--- config.mk ---
export PLATFORM = sky130hd
export DESIGN_NAME = channel_vote_window
export DESIGN_NICKNAME = d
export VERILOG_FILES = /design/src/rtl/channel_vote_window.sv
export SDC_FILE = /design/constraint.sdc
export NUM_CORES = 1
export LEC_CHECK = 0
export CAP_MARGIN = 40
export CORE_MARGIN = 2
export CORE_UTILIZATION = 33
export CTS_CLUSTER_SIZE = 8
export DETAILED_ROUTE_END_ITERATION = 8
export HOLD_SLACK_MARGIN = 0.15
export PLACE_DENSITY = 0.56
export SYNTH_ARGS = -nofsm -noshare
export SYNTH_HDL_FRONTEND = slang
export SYNTH_SLANG_ARGS = --single-unit
export TNS_END_PERCENT = 5
--- constraint.sdc ---
create_clock -name fclk -period 5.2 [get_ports fclk]
set_input_delay 0.78 -clock fclk [delete_from_list [all_inputs] [get_ports fclk]]
set_output_delay 0.78 -clock fclk [all_outputs]
set_load 0.05 [all_outputs]
--- src/rtl/channel_vote_window.sv ---
// Windowed per-channel vote counter: counts 1-samples on each channel for WIN_LEN
// cycles, then flags channels whose count strictly exceeds the latched threshold.
module channel_vote_window #(
  parameter int NCH     = 9,
  parameter int WIN_LEN = 90,
  parameter int CNT_W   = 8
) (
  input  logic             fclk,
  input  logic             reset,
  input  logic             start,
  input  logic             abort,
  input  logic             cont_mode,
  input  logic [CNT_W-1:0] thr,
  input  logic [NCH-1:0]   data,
  input  logic [4:0]       rd_sel,
  output logic [NCH-1:0]   hit,
  output logic             busy,
  output logic             done,
  output logic [CNT_W-1:0] rd_cnt
);

  typedef enum logic [1:0] {
    IDLE  = 2'd0,
    ACCUM = 2'd1,
    EVAL  = 2'd2
  } state_t;

  localparam logic [CNT_W-1:0] WIN_LAST = CNT_W'(WIN_LEN - 1);
  localparam logic [CNT_W-1:0] CNT_MAX  = '1;

  state_t           state_q, state_d;
  logic [CNT_W-1:0] win_cnt_q, win_cnt_d;
  logic [CNT_W-1:0] thr_q, thr_d;
  logic [CNT_W-1:0] cnt_q  [NCH];
  logic [CNT_W-1:0] cnt_d  [NCH];
  logic [CNT_W-1:0] snap_q [NCH];
  logic [NCH-1:0]   hit_q, hit_d;
  logic             busy_q, done_q;

  logic clr_cnt, acc_en, eval_en, load_thr;

  // State register
  always_ff @(posedge fclk or posedge reset) begin
    if (reset) state_q <= IDLE;
    else       state_q <= state_d;
  end

  // Next-state logic; abort always wins over start and evaluation
  always_comb begin
    state_d = state_q;
    case (state_q)
      IDLE:    if (start && !abort) state_d = ACCUM;
      ACCUM: begin
        if (abort)                       state_d = IDLE;
        else if (win_cnt_q == WIN_LAST)  state_d = EVAL;
      end
      EVAL: begin
        if (abort)          state_d = IDLE;
        else if (cont_mode) state_d = ACCUM;
        else                state_d = IDLE;
      end
      default: state_d = IDLE;
    endcase
  end

  // Output / control decode
  always_comb begin
    clr_cnt  = 1'b0;
    acc_en   = 1'b0;
    eval_en  = 1'b0;
    load_thr = 1'b0;
    case (state_q)
      IDLE: begin
        clr_cnt  = start && !abort;
        load_thr = start && !abort;
      end
      ACCUM: begin
        clr_cnt = abort;
        acc_en  = !abort;
      end
      EVAL: begin
        // Counters are always cleared on leaving EVAL; the snapshot keeps the result.
        clr_cnt  = 1'b1;
        eval_en  = !abort;
        load_thr = !abort && cont_mode;
      end
      default: ;
    endcase
  end

  assign win_cnt_d = clr_cnt ? '0 : (acc_en ? win_cnt_q + 1'b1 : win_cnt_q);
  assign thr_d     = load_thr ? thr : thr_q;

  for (genvar gi = 0; gi < NCH; gi++) begin : g_ch
    assign cnt_d[gi] = clr_cnt ? '0 :
                       (acc_en && data[gi] && (cnt_q[gi] != CNT_MAX)) ? cnt_q[gi] + 1'b1 :
                       cnt_q[gi];
    assign hit_d[gi] = cnt_q[gi] > thr_q;
  end

  always_ff @(posedge fclk or posedge reset) begin
    if (reset) begin
      win_cnt_q <= '0;
      thr_q     <= '0;
      busy_q    <= 1'b0;
      done_q    <= 1'b0;
      hit_q     <= '0;
      for (int i = 0; i < NCH; i++) begin
        cnt_q[i]  <= '0;
        snap_q[i] <= '0;
      end
    end else begin
      win_cnt_q <= win_cnt_d;
      thr_q     <= thr_d;
      busy_q    <= (state_d != IDLE);
      done_q    <= eval_en;
      if (eval_en) hit_q <= hit_d;
      for (int i = 0; i < NCH; i++) begin
        cnt_q[i] <= cnt_d[i];
        if (eval_en) snap_q[i] <= cnt_q[i];
      end
    end
  end

  // Out-of-range selects fall through to zero
  always_comb begin
    rd_cnt = '0;
    for (int i = 0; i < NCH; i++) begin
      if (rd_sel == 5'(i)) rd_cnt = snap_q[i];
    end
  end

  assign hit  = hit_q;
  assign busy = busy_q;
  assign done = done_q;

endmodule
==> impl_metrics.json <==
{
  "run_status": "finished, final reports clean",
  "buffer_ports.inserted": 45,
  "area_growth_pct": 14.3,
  "timing.critical_path.arrival_ns": 3.27,
  "routed_wire_length_per_instance_um": 18.8,
  "cts_root_buf": "sky130_fd_sc_hd__clkbuf_16",
  "dominantRegCellSynth": "sky130_fd_sc_hd__dfrtp_1",
  "dpl.cell_count": 1501,
  "slew_violations": 0,
  "synth_nets": 1210,
  "min_path_type": "reg2reg",
  "clock_insertion_delay_worst_skew_ns": 0.44,
  "drc": 0,
  "synthesis.yosys.warnings": 0,
  "gp_congestion": 0.855,
  "worstPathCellList": "clkdlybuf4s50_1 -> nand3b_1 -> nor3_1 -> a221oi_1 -> o22ai_1 -> buf_4",
  "yosysMostFrequentCell": "sky130_fd_sc_hd__nand2_1",
  "holdBufCountCts": 0,
  "yosys-top-cells-count": "221 x sky130_fd_sc_hd__nand2_1, 173 x sky130_fd_sc_hd__dfrtp_1, 86 x sky130_fd_sc_hd__nor2_1",
  "critical_path.max_stage_delay_ns": 0.90,
  "die_h_um": 178,
  "final_cell_count_no_fill": 1532,
  "grtUsageTotal_pct": 18.8,
  "drtPass1Iterations": 5,
  "synth_cells": 1100,
  "max-vdd-ir-drop_uv": 207,
  "setup_viol_count_final": 0,
  "ys_types": 57,
  "drt-initial-drc-count": 699,
  "timing.critical_path.fanout_max": 20,
  "route.detailed.vias_per_inst": 5.42,
  "htree_num_levels": 4,
  "postRouteAntennaNets": 0,
  "netlist_area_mm2": 0.00994,
  "layout_min_cycle_time_ns": 4.05,
  "postSynthRegisterBits": 173,
  "yosysTopAreaCellShare_pct": 43.6,
  "grt.overflow.total": 0,
  "finalHoldWorstSlack_ns": 0.469,
  "final_hold_viol_count": 0,
  "max-cap-violations": 0,
  "post_cts_resize_count": 0,
  "setup_repair_after_global_routing_missed_its_margin": "no",
  "max_clock_freq_mhz": 247,
  "worst_pin_slew_ns": 0.923,
  "ios": 46,
  "layout.nets": 1240,
  "fin_setup_tns_ns": 0,
  "final_core_util_pct": 38.3,
  "routed_wirelength_mm": 28.7,
  "timing.setup.critical_path_class": "in2out",
  "pwr_density_cell_mw_per_mm2": 276,
  "post_route_design_area_mm2": 0.0114,
  "final_layout_size_suffix_gt1_share_pct": 6.13,
  "cp-end-kind": "output pin",
  "post_synth.cell_area_avg_um2": 9.03,
  "first_global_vias": 7817,
  "numCtsBuffers": 17,
  "max_slew_headroom_at_the_worst_pin_pct": 38.5,
  "cts_setup_buffers": 0,
  "grt_start_max_net_pins": 93,
  "critical_path_required_ns": 4.42,
  "initial_antenna_violation_count": 0,
  "cts_tree": "built",
  "synth_enable_flop_cells": 0,
  "synth.top_cells.by_area": "sky130_fd_sc_hd__dfrtp_1 44%, sky130_fd_sc_hd__ha_1 10%, sky130_fd_sc_hd__nand2_1 8.3%",
  "antennaDiodeCount": 0,
  "synth_async_reset_ratio_pct": 100,
  "starting_density_pct": 33.5,
  "fin_skew_ns": 0.00996,
  "power_leakage_nw": 5.09,
  "synth_top_cell_by_area": "sky130_fd_sc_hd__dfrtp_1",
  "seq_area_frac_synth_pct": 43.6,
  "grt_pass1_wl_mm": 45.3,
  "cts.sink_count": 173,
  "floorplan_core_area_mm2": 0.0296,
  "fillCellCount": 3039,
  "cpMaxStageDelayCell": "sky130_fd_sc_hd__clkdlybuf4s50_1",
  "clk_pin_slew_ns": 0.07,
  "dp_hpwl_mm": 20.0,
  "num_vias": 8302,
  "min_period_over_period_pct": 77.9,
  "setup.worst_path.start_class": "primary input",
  "floorplan.rows": 63,
  "die_w_um": 178,
  "post_dp_cell_area_mm2": 0.0108,
  "max-clock-path-buffers": 2,
  "die-area_mm2": 0.0315
}
==> final cells by class <==
type,instances,area [um^2],area share (%)
Multi-Input combinational cell,851,5320,46.8
Tap cell,390,488,4.30
Sequential cell,173,4330,38.1
Clock buffer,17,425,3.74
Inverter,30,116,1.02
Clock inverter,14,124,1.09
Timing Repair Buffer,57,561,4.93
==> final timing paths <==
path                       startpoint          to  slack (ns)  cells past startpoint
setup / recovery            rd_sel[2]   rd_cnt[4]        1.15                      6
hold / removal             snap_q[21]  snap_q[21]        0.47                      2
setup reg to reg           state_q[0]   cnt_q[31]        2.61                      4
hold reg to reg            snap_q[21]  snap_q[21]        0.47                      2
max in group asynchronous       reset      hit[4]        3.35                      4
min in group asynchronous       reset        done        0.66                      2
==> cells by family after synthesis <==
| family | after synthesis | synth area share, % |
|---|---|---|
| AOI/OAI and AO/OA | 221 | 14.4 |
| xor gates and xnor gates | 28 | 2.47 |
| adders and majority gates | 83 | 10.5 |
| buffers and inverters | 76 | 2.98 |
| DFF | 173 | 43.6 |
| muxes | 26 | 2.64 |
| and+or+nand+nor | 493 | 23.5 |
==> sequential cells by signal, indices dropped and copies added (netlist names) <==
signal and flops:
hit 9, win_cnt_q 8, thr_q 8, state_q 2
busy 1, done 1, cnt_q 72, snap_q 72
==> worst max-delay path: cells and delay by family <==
family,cells,cell delay (ns)
buf+inv,2,1.13
simple gates,2,0.89
compound gates,2,0.46
==> power breakdown <==
part	switching, mW	internal (mW)	total (mW)
clock network	0.605	0.628	1.23
logic	0.319	0.164	0.483
registers	0.0451	1.38	1.42
==> metrics by stage <==
stage               total power, mW  worst slack, ns
floorplan                      1.75             1.73
global placement               1.92             1.23
detailed placement             1.94             1.18
CTS                            3.16             1.17
global route                   3.28            0.930
finish                         3.14             1.15
==> layout by cell type, fill, tap and decap left out, types with 19 or more instances in the layout <==
master / n
sky130_fd_sc_hd__o21ai_0: 49
sky130_fd_sc_hd__mux2i_1: 24
sky130_fd_sc_hd__nand3_1: 41
sky130_fd_sc_hd__nand2_1: 219
sky130_fd_sc_hd__a21oi_1: 57
sky130_fd_sc_hd__nor2_1: 86
sky130_fd_sc_hd__clkdlybuf4s50_1: 38
sky130_fd_sc_hd__ha_1: 83
sky130_fd_sc_hd__dfrtp_1: 173
sky130_fd_sc_hd__nand4_1: 36
sky130_fd_sc_hd__inv_1: 28
sky130_fd_sc_hd__nor2b_1: 21
sky130_fd_sc_hd__nor3_1: 19
==> metal layers <==
| layer | share of wire (%) | GRT usage, % | vias to the layer above |
|---|---|---|---|
| li1 | - | - | 4025 |
| met1 | 52 | 29.7 | 4055 |
| met2 | 42 | 26.7 | 194 |
| met3 | 4.5 | 2.46 | 28 |
| met4 | 1.5 | 5.05 | 0 |
| met5 | 0 | 0 | - |
Power figures use the tool's default switching activity.
==> patch, RTL diff (same flow settings) <==
Set the parameter `NCH` to 10 (it was 9).
--- a/src/rtl/channel_vote_window.sv
+++ b/src/rtl/channel_vote_window.sv
@@ -1,7 +1,7 @@
 // Windowed per-channel vote counter: counts 1-samples on each channel for WIN_LEN
 // cycles, then flags channels whose count strictly exceeds the latched threshold.
 module channel_vote_window #(
-  parameter int NCH     = 9,
+  parameter int NCH     = 10,
   parameter int WIN_LEN = 90,
   parameter int CNT_W   = 8
 ) (
Ports: changed (resized data and hit); port bits go from 46 to 48. The function was not compared with the original's and may differ.
==> patch against the original RTL <==
Sequential cell count grew 17; non-clock buffer count is the same; critical path type unchanged; sequential power grew 9.9%; core utilization grew 0.21 points; area after synthesis grew 7.4%; design area grew 7.6%; total power grew 13%; count of clock-buffer cells in the layout grew 3; clock skew grew 0.94 ps; sequential share of layout area grew 0.79 points; largest cell class unchanged; worst setup slack lost 520 ps; wire length grew 0.50%; first-iteration DRC count shrank 13%; largest power group unchanged.
==> patch: results (changes against the original RTL) <==
[global_route]
grtUsageMet2 = 0.271  ; +0.00416
met3_usage = 0.0301  ; +0.00548
grtUsageMet1 = 0.266  ; -0.0306
grt_pass1_vias = 8333  ; +6.6%
grt_max_degree = 185  ; +99%
grt.total_usage = 0.180  ; -0.00801
antenna_found_initial = 1  ; +1

[detailed_routing]
m1WireLength_mm = 14.7  ; -0.89%
first_pass_iters = 7  ; +2
dr_wl_met3_mm = 1.26  ; -2.0%
viasPerCell = 5.27  ; -2.8%
route.met2.wl_mm = 12.3  ; +1.4%
drt_iter0_markers = 607  ; -13%
wl_per_cell_um = 17.8  ; -5.1%

[placed_design]
gp_congestion = 0.889  ; +4.0%
place_ws_ps = 674  ; -502 ps
portBuffers = 47  ; +4.4%
dp_hpwl_mm = 19.8  ; -0.75%
place_area_um2 = 11600  ; +7.0%
dp_cells = 1590  ; +5.9%

[worst_setup_path]
arrival_ps = 3790  ; +520 ps
max_stage_delay_ps = 850  ; -50 ps
cp_max_fo = 18  ; -10%

[finish]
buf_share = 0.0467  ; -0.00266
seqCellArea_um2 = 4750  ; +9.8%
inv_count = 52  ; +73%
num-clock-buffers = 20  ; +3
insertedDiodeCount = 1  ; +1
final-clk-cell-share = 0.0531  ; +0.00478
comb.multi_input.count = 889  ; +4.5%
area_delta_synth_final_pct = 14.5

[run_status]
status = finished clean

[synth]
yosys-top-cells-area = dfrtp_1, ha_1, nand2_1
syn_nets = 1301  ; +7.5%
yosysUniqueCellTypes = 65  ; +14%
yosysSeqAreaShare = 0.445  ; +0.00983

[power]
combPwrFrac = 0.149  ; -0.005
vdd_drop_max_uv = 228  ; +10%

[patch: cell count changes after synthesis, sizes merged, moves of 17 or more]
cell,delta
inv,+22
dfrtp,+17
nand2,+42
xor2,+23
[patch: path summary, 6_finish.rpt]
check,start,to,slack [ps],cells after the start
hold reg to reg,snap_q[73],snap_q[73],480,2
max in group asynchronous,reset,snap_q[73],3230,3
setup / recovery,rd_sel[1],rd_cnt[1],630,7
min in group asynchronous,reset,cnt_q[65],610,2
hold / removal,snap_q[73],snap_q[73],480,2
setup reg to reg,state_q[1],hit[0],2760,6
[patch: cell families (layout without fill, tap and decap cells)]
group	Yosys count	count (layout)	share of synthesized area
multiplexers	16	16	0.0157
buffers and inverters	102	141	0.0376
AO/OA/AOI/OAI	204	204	0.127
AND/OR/NAND/NOR	517	517	0.217
flip-flops	190	190	0.445
adder cells (fa/ha/maj)	92	92	0.108
XOR/XNOR	60	60	0.0492
other	0	1	0
